$ cat src/rtl/mem_access_ctrl_if.sv
// Request/response handshake and Memory strobe bundle for mem_access_ctrl.
// The master side is the CPU/Memory environment; the slave side is the controller.
interface mem_access_ctrl_if #(
  parameter int ADDR_W = 16,
  parameter int DATA_W = 16
) ();
  logic              req_valid;
  logic              req_ready;
  logic [1:0]        req_op;
  logic [ADDR_W-1:0] req_addr;
  logic [DATA_W-1:0] req_wdata;
  logic              rsp_valid;
  logic              rsp_ready;
  logic [DATA_W-1:0] rsp_rdata;
  logic              rsp_err;
  logic [ADDR_W-1:0] mem_address;
  logic [DATA_W-1:0] mem_data_to_write;
  logic              mem_writeif;
  logic              mem_readif;
  logic              mem_clear;
  logic [DATA_W-1:0] mem_output_data;

  modport master (
    output req_valid, req_op, req_addr, req_wdata, rsp_ready, mem_output_data,
    input  req_ready, rsp_valid, rsp_rdata, rsp_err,
    input  mem_address, mem_data_to_write, mem_writeif, mem_readif, mem_clear
  );

  modport slave (
    input  req_valid, req_op, req_addr, req_wdata, rsp_ready, mem_output_data,
    output req_ready, rsp_valid, rsp_rdata, rsp_err,
    output mem_address, mem_data_to_write, mem_writeif, mem_readif, mem_clear
  );
endinterface

$ cat src/rtl/mem_access_ctrl.sv
// Single-outstanding initiator for the single-port Memory: turns read/write/clear
// requests into registered Memory strobes and returns one response per request.
module mem_access_ctrl #(
  parameter int ADDR_W    = 16,
  parameter int DATA_W    = 16,
  parameter int READ_LAT  = 1,
  parameter int MEM_DEPTH = 1024
) (
  input  logic            clk,
  input  logic            rst_n,
  mem_access_ctrl_if.slave bus
);

  typedef enum logic [2:0] {IDLE, WRITE, READ, CLEAR, RESP} state_t;

  localparam logic [1:0]      OP_READ  = 2'b00;
  localparam logic [1:0]      OP_WRITE = 2'b01;
  localparam logic [1:0]      OP_CLEAR = 2'b10;
  localparam logic [1:0]      OP_RSVD  = 2'b11;
  localparam logic [ADDR_W:0] DEPTH    = (ADDR_W+1)'(MEM_DEPTH);
  localparam logic [3:0]      LAT_M1   = 4'(READ_LAT - 1);

  state_t            state, state_nxt;
  logic [3:0]        lat_cnt, lat_cnt_nxt;
  logic              ready_nxt, rsp_valid_nxt, rsp_err_nxt;
  logic [DATA_W-1:0] rsp_rdata_nxt, wdata_nxt;
  logic [ADDR_W-1:0] addr_nxt;
  logic              writeif_nxt, readif_nxt, clear_nxt;

  // Clear ignores the address; every other opcode must target a real word.
  function automatic logic is_reject(input logic [1:0] op, input logic [ADDR_W-1:0] addr);
    return (op == OP_RSVD) || ((op != OP_CLEAR) && ({1'b0, addr} >= DEPTH));
  endfunction

  always_ff @(posedge clk or negedge rst_n) begin
    if (!rst_n) begin
      state                 <= IDLE;
      lat_cnt               <= '0;
      bus.req_ready         <= 1'b1;
      bus.rsp_valid         <= 1'b0;
      bus.rsp_rdata         <= '0;
      bus.rsp_err           <= 1'b0;
      bus.mem_address       <= '0;
      bus.mem_data_to_write <= '0;
      bus.mem_writeif       <= 1'b0;
      bus.mem_readif        <= 1'b0;
      bus.mem_clear         <= 1'b0;
    end else begin
      state                 <= state_nxt;
      lat_cnt               <= lat_cnt_nxt;
      bus.req_ready         <= ready_nxt;
      bus.rsp_valid         <= rsp_valid_nxt;
      bus.rsp_rdata         <= rsp_rdata_nxt;
      bus.rsp_err           <= rsp_err_nxt;
      bus.mem_address       <= addr_nxt;
      bus.mem_data_to_write <= wdata_nxt;
      bus.mem_writeif       <= writeif_nxt;
      bus.mem_readif        <= readif_nxt;
      bus.mem_clear         <= clear_nxt;
    end
  end

  always_comb begin
    state_nxt     = state;
    lat_cnt_nxt   = lat_cnt;
    ready_nxt     = bus.req_ready;
    rsp_valid_nxt = bus.rsp_valid;
    rsp_rdata_nxt = bus.rsp_rdata;
    rsp_err_nxt   = bus.rsp_err;
    addr_nxt      = bus.mem_address;
    wdata_nxt     = bus.mem_data_to_write;
    writeif_nxt   = 1'b0;
    readif_nxt    = 1'b0;
    clear_nxt     = 1'b0;

    unique case (state)
      IDLE: begin
        if (bus.req_valid && bus.req_ready) begin
          addr_nxt  = bus.req_addr;
          wdata_nxt = bus.req_wdata;
          ready_nxt = 1'b0;
          if (is_reject(bus.req_op, bus.req_addr)) begin
            state_nxt     = RESP;
            rsp_valid_nxt = 1'b1;
            rsp_err_nxt   = 1'b1;
            rsp_rdata_nxt = '0;
          end else begin
            unique case (bus.req_op)
              OP_WRITE: begin
                state_nxt   = WRITE;
                writeif_nxt = 1'b1;
              end
              OP_CLEAR: begin
                state_nxt = CLEAR;
                clear_nxt = 1'b1;
              end
              default: begin
                state_nxt   = READ;
                readif_nxt  = 1'b1;
                lat_cnt_nxt = LAT_M1;
              end
            endcase
          end
        end
      end
      WRITE, CLEAR: begin
        state_nxt     = RESP;
        rsp_valid_nxt = 1'b1;
        rsp_rdata_nxt = '0;
        rsp_err_nxt   = 1'b0;
      end
      READ: begin
        // readif stays up until the counter has covered READ_LAT cycles
        if (lat_cnt == 4'd0) begin
          state_nxt     = RESP;
          rsp_valid_nxt = 1'b1;
          rsp_rdata_nxt = bus.mem_output_data;
          rsp_err_nxt   = 1'b0;
        end else begin
          lat_cnt_nxt = lat_cnt - 4'd1;
          readif_nxt  = 1'b1;
        end
      end
      RESP: begin
        if (bus.rsp_ready) begin
          state_nxt     = IDLE;
          rsp_valid_nxt = 1'b0;
          ready_nxt     = 1'b1;
        end
      end
      default: begin
        state_nxt     = IDLE;
        rsp_valid_nxt = 1'b0;
        ready_nxt     = 1'b1;
      end
    endcase
  end

  logic unused_op_read;
  assign unused_op_read = ^OP_READ;

endmodule

$ cat src/flat_wrapper.sv
// flat-port wrapper written by rule: the top's interface ports become plain ports
module mem_access_ctrl_flat 
#(
  parameter int ADDR_W    = 16,
  parameter int DATA_W    = 16,
  parameter int READ_LAT  = 1,
  parameter int MEM_DEPTH = 1024
)
  (clk, rst_n, bus_req_valid, bus_req_op, bus_req_addr, bus_req_wdata, bus_rsp_ready, bus_mem_output_data, bus_req_ready, bus_rsp_valid, bus_rsp_rdata, bus_rsp_err, bus_mem_address, bus_mem_data_to_write, bus_mem_writeif, bus_mem_readif, bus_mem_clear);
  mem_access_ctrl_if #(.ADDR_W(ADDR_W), .DATA_W(DATA_W)) bus_i ();
  input  logic clk;
  input  logic rst_n;
  input wire logic [$bits(bus_i.req_valid)-1:0] bus_req_valid;
  input wire logic [$bits(bus_i.req_op)-1:0] bus_req_op;
  input wire logic [$bits(bus_i.req_addr)-1:0] bus_req_addr;
  input wire logic [$bits(bus_i.req_wdata)-1:0] bus_req_wdata;
  input wire logic [$bits(bus_i.rsp_ready)-1:0] bus_rsp_ready;
  input wire logic [$bits(bus_i.mem_output_data)-1:0] bus_mem_output_data;
  output wire logic [$bits(bus_i.req_ready)-1:0] bus_req_ready;
  output wire logic [$bits(bus_i.rsp_valid)-1:0] bus_rsp_valid;
  output wire logic [$bits(bus_i.rsp_rdata)-1:0] bus_rsp_rdata;
  output wire logic [$bits(bus_i.rsp_err)-1:0] bus_rsp_err;
  output wire logic [$bits(bus_i.mem_address)-1:0] bus_mem_address;
  output wire logic [$bits(bus_i.mem_data_to_write)-1:0] bus_mem_data_to_write;
  output wire logic [$bits(bus_i.mem_writeif)-1:0] bus_mem_writeif;
  output wire logic [$bits(bus_i.mem_readif)-1:0] bus_mem_readif;
  output wire logic [$bits(bus_i.mem_clear)-1:0] bus_mem_clear;
  assign bus_i.req_valid = bus_req_valid;
  assign bus_i.req_op = bus_req_op;
  assign bus_i.req_addr = bus_req_addr;
  assign bus_i.req_wdata = bus_req_wdata;
  assign bus_i.rsp_ready = bus_rsp_ready;
  assign bus_i.mem_output_data = bus_mem_output_data;
  assign bus_req_ready = bus_i.req_ready;
  assign bus_rsp_valid = bus_i.rsp_valid;
  assign bus_rsp_rdata = bus_i.rsp_rdata;
  assign bus_rsp_err = bus_i.rsp_err;
  assign bus_mem_address = bus_i.mem_address;
  assign bus_mem_data_to_write = bus_i.mem_data_to_write;
  assign bus_mem_writeif = bus_i.mem_writeif;
  assign bus_mem_readif = bus_i.mem_readif;
  assign bus_mem_clear = bus_i.mem_clear;
  mem_access_ctrl #(.ADDR_W(ADDR_W), .DATA_W(DATA_W), .READ_LAT(READ_LAT), .MEM_DEPTH(MEM_DEPTH)) u_core (.clk(clk), .rst_n(rst_n), .bus(bus_i));
endmodule
$ cat config.mk
export PLATFORM = sky130hd
export DESIGN_NAME = mem_access_ctrl_flat
export DESIGN_NICKNAME = d
export VERILOG_FILES = /design/src/rtl/mem_access_ctrl_if.sv /design/src/rtl/mem_access_ctrl.sv /design/src/flat_wrapper.sv
export SDC_FILE = /design/constraint.sdc
export NUM_CORES = 1
export LEC_CHECK = 0
export ABC_CLOCK_PERIOD_IN_PS = 2100
export BUFFER_PORTS_ARGS = -buffer_cell sky130_fd_sc_hd__buf_2
export CORE_ASPECT_RATIO = 0.6
export CORE_UTILIZATION = 47
export CTS_CLUSTER_DIAMETER = 100
export DETAILED_ROUTE_END_ITERATION = 12
export PLACE_DENSITY_LB_ADDON = 0.1
export RECOVER_POWER = 25
export SYNTH_ARGS = -nofsm -noshare
export SYNTH_HDL_FRONTEND = slang
export SYNTH_SLANG_ARGS = --single-unit
$ cat constraint.sdc
create_clock -name clk -period 2.1 [get_ports clk]
set_input_delay 0.21 -clock clk [delete_from_list [all_inputs] [get_ports clk]]
set_output_delay 0.21 -clock clk [all_outputs]
set_load 0.005 [all_outputs]
* Word-level counts from Yosys, hierarchy flattened
Index checks and enable logic that the tools add are counted.
** Storage, ports and cells
- Bits in registers :: 61
- Bits of input ports :: 54
** Operators by class
- Add/subtract/negate cells :: 1
- $lt $le $gt $ge :: 1
- Equal/unequal tests :: 15
- Mux-type cells :: 38
- Bitwise gates (word level) :: 1
- Reduce and logical (&&, ||, !) cells :: 16
** Operators by type and width (count)
- $mux W16 :: 3
- $pmux W16 S3 :: 1
- $mux W1 :: 19
- $ge A16 B11 Y1 const B :: 1
- $mux W4 :: 4
- $mux W3 :: 4
- $pmux W3 S4 :: 1
- $ne A2 B2 Y1 const B :: 5
- $pmux W4 S2 :: 1
- $reduce_and A4 Y1 :: 2
- $eq A3 B2 Y1 const B :: 2
- $ne A2 B1 Y1 const B :: 3
- $pmux W1 S3 :: 2
- $reduce_and A3 Y1 :: 2
- $reduce_and A5 Y1 :: 1
- $eq A2 B2 Y1 const B :: 2
- $logic_not A4 Y1 :: 1
- $pmux W1 S4 :: 1
- $pmux W2 S2 :: 1
- $reduce_or A2 Y1 :: 2
- $sub A4 B1 Y4 const B :: 1
- $eq A3 B1 Y1 const B :: 1
- $eq A3 B3 Y1 const B :: 1
- $logic_not A3 Y1 :: 1
- other kinds (9) :: 10

* Depth between registers and ports, before layout
Gate-level depths: netlist of run 1.
- Depth after elaboration :: 6
- Mapped depth :: 8

* Worst setup path before layout of run 1
OpenSTA, ideal clock, no wires.
- Path kind :: flip-flop to flip-flop
- Start point :: register u_core.lat_cnt[0]
- End point :: register u_core.bus.rsp_rdata[10]
- Setup time :: 121 ps
- Arrival time :: 1695 ps
- Path slack :: 284 ps
- Cell stages (with the launch flop) :: 8
- Path buffers :: 1
- Clock period less this slack :: 1816 ps
- Path through :: dfrtp_1 inv_1 ha_1 or3b_4 a31oi_4 o21ai_2 buf_6 a22o_1
** Between the ends
- Cells in the longest elaborated chain, start to end :: 3
** Ends and longest elaborated chain
- from (decl) :: line mem_access_ctrl.sv:24 : logic [3:0] lat_cnt, lat_cnt_nxt;
- from (signal assigned) :: line mem_access_ctrl.sv:50 : lat_cnt <= lat_cnt_nxt;
- $logic_not A4 Y1 :: line mem_access_ctrl.sv:114 : if (lat_cnt == 4'd0) begin
- $ne A2 B1 Y1 (no line)
- $reduce_and A4 Y1 (no line)
- to (signal assigned) :: line mem_access_ctrl.sv:53 : bus.rsp_rdata <= rsp_rdata_nxt;
- to (decl) :: line mem_access_ctrl_if.sv:31 : output req_ready, rsp_valid, rsp_rdata, rsp_err,
No other way between the ends.
A chain may end at the register's enable or synchronous reset.

* Worst setup path in the final report of run 1
- Start point :: register u_core.lat_cnt[0]
- End point :: register u_core.bus.rsp_rdata[3]
Same word-level chain as after synthesis.

==> flow_summary.yaml, run 1 <==
outcome:
  run_status: "finished, final reports clean"
sta:
  number_of_setup_violations_in_the_final_report: 0
  final-max-slew-violation-count: 0
  fin_setup_tns_ns: 0
  achievable-frequency_mhz: 516
  timing.slew.headroom_pct: 42.6
  clock_skew_ns: 0.00969
  worst-slew-pin-transition_ns: 0.861
  hold-worst-slack_ns: 0.0575
  final_period_minus_worst_setup_slack_ns: 1.94
  rsz0062_at_grt: "no"
  hold_viol: 0
  post-route-worst-setup-slack_ns: 0.161
  post-route-period-util_pct: 92.3
drt:
  dr.first_iter.drc_count: 67
  routed-via-count: 1841
  drc: 0
  route.final.wire_length_um: 5310
  drt_first_pass_iters: 4
  viasPerCell: 5.11
  remaining_antenna_violation_count: 0
  wl_per_cell_um: 14.8
yosys:
  gate_count_after_technology_mapping: 176
  synth_compound_gate_area_share_pct: 11.7
  synth_top_area_share_pct: 60.1
  synth.avg_cell_area_um2: 14.2
  number_of_enable_type_register_cells_in_the_synthesized_netlist: 0
  synth.lib_cells_used.distinct: 34
  ys_dominant_reg_cell: "dfrtp_1"
  async_flop_share_pct: 100
  synthAdderAreaFrac_pct: 2.51
  ys_seq_area_share_pct: 61.2
  synth_area_leaders: "dfrtp_1, mux2_2, a22o_1"
  synth_top_area_cell: "dfrtp_1"
  synthesis.nets: 235
  netlist_top_cells_count: "dfrtp_1, mux2_2, a22o_1"
  dominant_combinational_cell_family_by_area_after_synthesis: "multiplexers"
  cell_area_after_technology_mapping_um2: 2500
  ys_ff_latch: 61
  synth_simple_gate_area_share_pct: 6.51
  ys.warnings.count: 0
  synth_xor_xnor_area_share_pct: 0
  portion_of_netlist_area_occupied_by_mux_cells_pct: 14.4
  synth_most_common_cell: "dfrtp_1"
power_and_ir_drop:
  power.leakage_nw: 1.72
  cell_area_power_density_nw_per_um2: 1290
  design_power_total_mw: 4.27
  vdd.ir_drop.worst_uv: 650
setup_path:
  worst_setup_path_startpoint: "u_core.lat_cnt[0]$_DFFE_PN0P_"
  critical_path_buf_inv_count: 2
  critical_path_class: "reg2reg"
  critical-path-max-stage-delay_ns: 0.41
  crit_family: "simple AND/OR/NAND/NOR gates"
  critPathMaxFanout: 16
  crit_path_cell_trace: "inv_1, ha_1, or3b_4, a31oi_4, and2_1, buf_4, a22o_1"
  worst-endpoint-required_ns: 2.35
  worstSetupStartpointType: "register"
  critical_path.endpoint_type: "register"
  crit_arrival_ns: 2.19
  crit-reg2reg-launch: "u_core.lat_cnt[0]$_DFFE_PN0P_"
  crit_slowest_cell: "or3b_4"
placed_design:
  gp_congestion: 0.807
  post-place-cells: 345
  port_buffers: 107
  place.detailed.hpwl_um: 3940
  pre_cts_ws_ns: 0.126
  placed_cell_area_um2: 3100
clock_network:
  tritoncts_buffer_count: 9
  cts_max_level: 3
  worst_setup_hold_path_clk_slew_ns: 0.06
  tritoncts_clock_tree: "built"
  clock_tree.root_cell: "clkbuf_8"
  insertion_delay_ns: 0.32
  clock_sink_count: 61
  clock_path_buffers: 2
die:
  boundaryPins: 108
  die_area_um2: 5620
  start_util_pct: 49.2
  fp.dieW_um: 96.1
  core_area_um2: 5080
  core.rowCount: 20
  chipHeight_um: 58.5
global_routing:
  gr-total-overflow: 0
  first_global_vias: 1816
  antenna_violations_before_repair: 0
  groute.usage.overall_pct: 20.6
  wire_length_of_the_first_global_routing_pass_um: 8490
  grt_max_degree: 46
final_layout:
  finalCoreUtilization_pct: 65.0
  fillCellCount: 414
  antenna_cells: 0
  drive_gt1_share_pct: 55.1
  layout.cells.non_filler: 360
  finish.net_count: 350
  areaGrowthSynthToFinish_pct: 32.1
  finish.instance_area_um2: 3300
hold_path:
  hold_crit_class: "in2reg"
  hold_path.startpoint: "bus_req_valid"
job:
  max_cap_viol_count: 0
## sequential cells by signal, indices dropped and copies added (netlist names)
| name | flops |
|---|---|
| u_core.state | 3 |
| u_core.bus.req_ready | 1 |
| u_core.bus.rsp_valid | 1 |
| u_core.lat_cnt | 4 |
| u_core.bus.mem_readif | 1 |
| u_core.bus.mem_writeif | 1 |
| u_core.bus.mem_clear | 1 |
| u_core.bus.rsp_rdata | 16 |
| u_core.bus.mem_address | 16 |
| u_core.bus.rsp_err | 1 |
| u_core.bus.mem_data_to_write | 16 |
## per-layer routing
metal / up-vias / routed length, um / global-route usage [%]
met5: - / 0 / 0
met4: 0 / 63 / 8.32
met3: 8 / 403 / 7.88
met2: 68 / 2370 / 30.0
met1: 892 / 2480 / 28.0
li1: 873 / - / -
## power breakdown
group / switching, mW / internal [mW] / total [mW]
Clock: 0.395 / 0.633 / 1.03
Combinational: 0.548 / 0.768 / 1.32
Sequential: 0.268 / 1.66 / 1.93
Total: 1.21 / 3.06 / 4.27
## cell usage in the layout (no fill, tap or decap), types with 4 or more instances in the layout
cell type | Yosys | routed
a22o_1 | 16 | 16
o21ai_0 | 6 | 6
clkbuf_8 | 0 | 12
mux2_2 | 31 | 31
dfrtp_1 | 60 | 60
buf_2 | 4 | 106
ha_1 | 5 | 5
a21oi_1 | 5 | 5
and2_1 | 4 | 4
inv_1 | 8 | 8
## kinds of logic after synthesis
kind of cell / count (synthesis)
flip-flops: 61
AO/OA/AOI/OAI: 37
multiplexers: 32
AND/OR/NAND/NOR: 25
buffers and inverters: 16
adder cells (fa/ha/maj): 5
## worst paths after layout
kind | end | slack [ns] | cells after the start
max | u_core.bus.rsp_rdata[3]$_DFFE_PN0P_ | 0.16 | 7
min | u_core.bus.req_ready$_DFFE_PN1P_ | 0.06 | 2
max reg2reg | u_core.bus.rsp_rdata[3]$_DFFE_PN0P_ | 0.16 | 7
min reg2reg | u_core.bus.mem_data_to_write[13]$_DFFE_PN0P_ | 0.48 | 1
max in group asynchronous | u_core.bus.mem_address[6]$_DFFE_PN0P_ | 0.38 | 3
min in group asynchronous | u_core.bus.mem_data_to_write[13]$_DFFE_PN0P_ | 0.53 | 2
## final cells by class
cell class                 instances  area [um2]  share of cell area (%)
multi-input combinational         99         886                    26.8
inverter                           8        30.0                   0.910
timing repair buffer             112         574                    17.4
tap                               66        82.6                    2.50
sequential                        61        1530                    46.3
clock inverter                     1        30.0                   0.910
clock buffer                      13         169                    5.12
## repair_timing
action / 4_1_cts / 5_1_grt
setup endpoints to repair: 0 / 1
endpoints found under the hold margin: 16 / 0
hold buffers: 1 / 0
resized for setup: 0 / 1
buffers inserted: 0 / 0
Note: power is estimated with default switching activity, not from simulation.
==> run 2, diff against run 1 <==
--- a/config.mk
+++ b/config.mk
@@ -6,11 +6,11 @@
 export NUM_CORES = 1
 export LEC_CHECK = 0
 export ABC_CLOCK_PERIOD_IN_PS = 2100
-export BUFFER_PORTS_ARGS = -buffer_cell sky130_fd_sc_hd__buf_2
 export CORE_ASPECT_RATIO = 0.6
-export CORE_UTILIZATION = 47
+export CORE_UTILIZATION = 62
 export CTS_CLUSTER_DIAMETER = 100
 export DETAILED_ROUTE_END_ITERATION = 12
+export DONT_BUFFER_PORTS = 1
 export PLACE_DENSITY_LB_ADDON = 0.1
 export RECOVER_POWER = 25
 export SYNTH_ARGS = -nofsm -noshare
==> flow_summary.yaml, run 2 (synthesis results as in run 1) <==
global_routing:
  grt_max_degree: 62
  first_global_vias: 1534
  gr-total-overflow: 0
  groute.usage.overall_pct: 24.3
  antenna_violations_before_repair: 0
  wire_length_of_the_first_global_routing_pass_um: 7430
hold_path:
  hold-path-cell-count: 1
  hold_crit_class: "in2reg"
  hold_path.startpoint: "bus_mem_output_data[0]"
  hold-path-endpoint: "u_core.bus.rsp_rdata[0]$_DFFE_PN0P_"
setup_path:
  critical-path-max-stage-delay_ns: 0.40
  crit_family: "compound AO/OA/AOI/OAI gates"
  critical_path_class: "reg2reg"
  worst-endpoint-required_ns: 2.31
  critical_path.endpoint_type: "register"
  reg2reg_depth: 6
  r2r_setup_slack_ns: 0.11
  worstSetupStartpointType: "register"
  endpoint_of_the_lowest_slack_register_to_register_path: "u_core.bus.rsp_rdata[14]$_DFFE_PN0P_"
  crit_slowest_cell: "or3b_4"
  critPathMaxFanout: 18
  critical_path_buf_inv_count: 1
  crit-reg2reg-launch: "u_core.lat_cnt[0]$_DFFE_PN0P_"
  crit_path_cell_trace: "inv_1, ha_1, or3b_4, a31oi_4, o21ai_2, a22o_1"
  crit_arrival_ns: 2.21
clock_network:
  clock_tree.root_cell: "clkbuf_8"
  tritoncts_clock_tree: "built"
  insertion_delay_ns: 0.33
  ctsResizeCount: 0
  cts_max_level: 3
  worst_setup_hold_path_clk_slew_ns: 0.07
  clock_sink_count: 61
  tritoncts_buffer_count: 9
  clock_path_buffers: 2
power_and_ir_drop:
  power.share.clock_pct: 24.1
  power_frac_comb_pct: 20.6
  netsw_mw: 1.12
  cellInternalPower_mw: 2.62
  power.leakage_nw: 1.30
  design_power_total_mw: 3.74
  sequentialPowerShare_pct: 55.3
  vdd.ir_drop.worst_uv: 871
  cell_area_power_density_nw_per_um2: 1330
  sw_frac_of_total_pct: 30.0
drt:
  drt_first_pass_iters: 8
  routed-via-count: 1482
  drc: 10
  wl_per_cell_um: 19.3
  dr.first_iter.drc_count: 88
  remaining_antenna_violation_count: 0
  route.final.wire_length_um: 4800
  viasPerCell: 5.98
sta:
  timing.slew.headroom_pct: 5.10
  worst-slew-pin-transition_ns: 1.42
  hold-worst-slack_ns: 0.0138
  post-route-period-util_pct: 95.0
  rsz0062_at_grt: "no"
  hold_viol: 0
  number_of_setup_violations_in_the_final_report: 0
  final_period_minus_worst_setup_slack_ns: 1.99
  achievable-frequency_mhz: 501
  final-max-slew-violation-count: 0
  fin_setup_tns_ns: 0
  clock_skew_ns: 0.00896
die:
  start_util_pct: 66.3
  core_area_um2: 3760
  fp.dieW_um: 83.9
  boundaryPins: 108
  die_area_um2: 4290
  core.rowCount: 17
  chipHeight_um: 51.2
placed_design:
  port_buffers: 0
  place.detailed.hpwl_um: 3220
  post-place-cells: 218
  gp_congestion: 0.777
final_layout:
  final_cell_mix: "dfrtp_1, mux2_2, a22o_1"
  finish.net_count: 255
  largestRegisters: "u_core.bus.mem_address: 16 flops, u_core.bus.mem_data_to_write: 16 flops, u_core.bus.rsp_rdata: 16 flops"
  antenna_cells: 0
  multiInputGateArea_um2: 878
  layout.cells.non_filler: 248
  fillCellCount: 239
  finalCoreUtilization_pct: 75.0
  seqCellArea_um2: 1530
  layout.cells.most_common: "dfrtp_1"
  areaGrowthSynthToFinish_pct: 13.1
  drive_gt1_share_pct: 27.4
outcome:
  run_status: "finished with violations"
  failed_checks: "design-rule violations"
job:
  max_cap_viol_count: 0
==> run 2: changes by cell type in the layout (fill, tap and decap cells not counted) <==
cell,previous run,this run
buf_2,106,0
bufinv_16,1,0
clkbuf_1,2,4
clkbuf_2,0,1
clkbuf_4,1,0
clkbuf_8,12,11
clkinv_2,0,1
dlygate4sd3_1,1,13
o21ai_2,0,1
o21ai_4,1,0
==> run 2: per-stage QoR <==
step,setup slack [ns],cell area [um2]
finish,0.105,2820
global route,0.0133,2820
CTS,0.150,2820
detailed placement,0.170,2520
global placement,0.238,2520
floorplan,0.284,2500
==> run 2: per-layer routing <==
layer  vias to the layer above  GRT usage, %  part of all wire, %
met2                        81          36.5                   47
met4                         0          10.1                  1.5
li1                        681             -                    -
met1                       712          30.0                   42
met5                         -             0                    0
met3                         8          12.4                  9.5
==> run 2: worst max-delay path by stage <==
stage                                        startpoint                                   end  slack, ns  depth (start not counted)
after detailed placement  u_core.lat_cnt[0]$_DFFE_PN0P_   u_core.bus.rsp_rdata[6]$_DFFE_PN0P_       0.17                          6
after global routing      u_core.lat_cnt[1]$_DFFE_PN0P_  u_core.bus.rsp_rdata[14]$_DFFE_PN0P_       0.01                          6
final                     u_core.lat_cnt[0]$_DFFE_PN0P_  u_core.bus.rsp_rdata[14]$_DFFE_PN0P_       0.11                          6
after CTS                 u_core.lat_cnt[0]$_DFFE_PN0P_   u_core.bus.rsp_rdata[1]$_DFFE_PN0P_       0.15                          6
after floorplan           u_core.lat_cnt[0]$_DFFE_PN0P_  u_core.bus.rsp_rdata[10]$_DFFE_PN0P_       0.28                          7
after global placement    u_core.lat_cnt[1]$_DFFE_PN0P_  u_core.bus.rsp_rdata[13]$_DFFE_PN0P_       0.24                          6
==> run 2: final cells by class <==
class	count	area share, %
tap	47	2.08
clock inverter	1	0.177
multi-input combinational	99	31.1
timing repair buffer	17	5.58
sequential	61	54.1
clock buffer	15	5.89
inverter	8	1.06
==> run 2: repair_timing <==
action,in CTS,in global routing
hold buffers,11,3
hold endpoints to repair,70,3
setup buffers,0,0
==> run 2: power groups by stage <==
stage / logic [mW] / registers (mW) / clock network, mW
6_report: 0.773 / 2.07 / 0.901
5_1_grt: 0.856 / 2.13 / 0.971
4_1_cts: 0.772 / 2.07 / 0.917
3_5_place_dp: 0.731 / 2.08 / 0
3_3_place_gp: 0.680 / 2.07 / 0
2_1_floorplan: 0.665 / 1.95 / 0
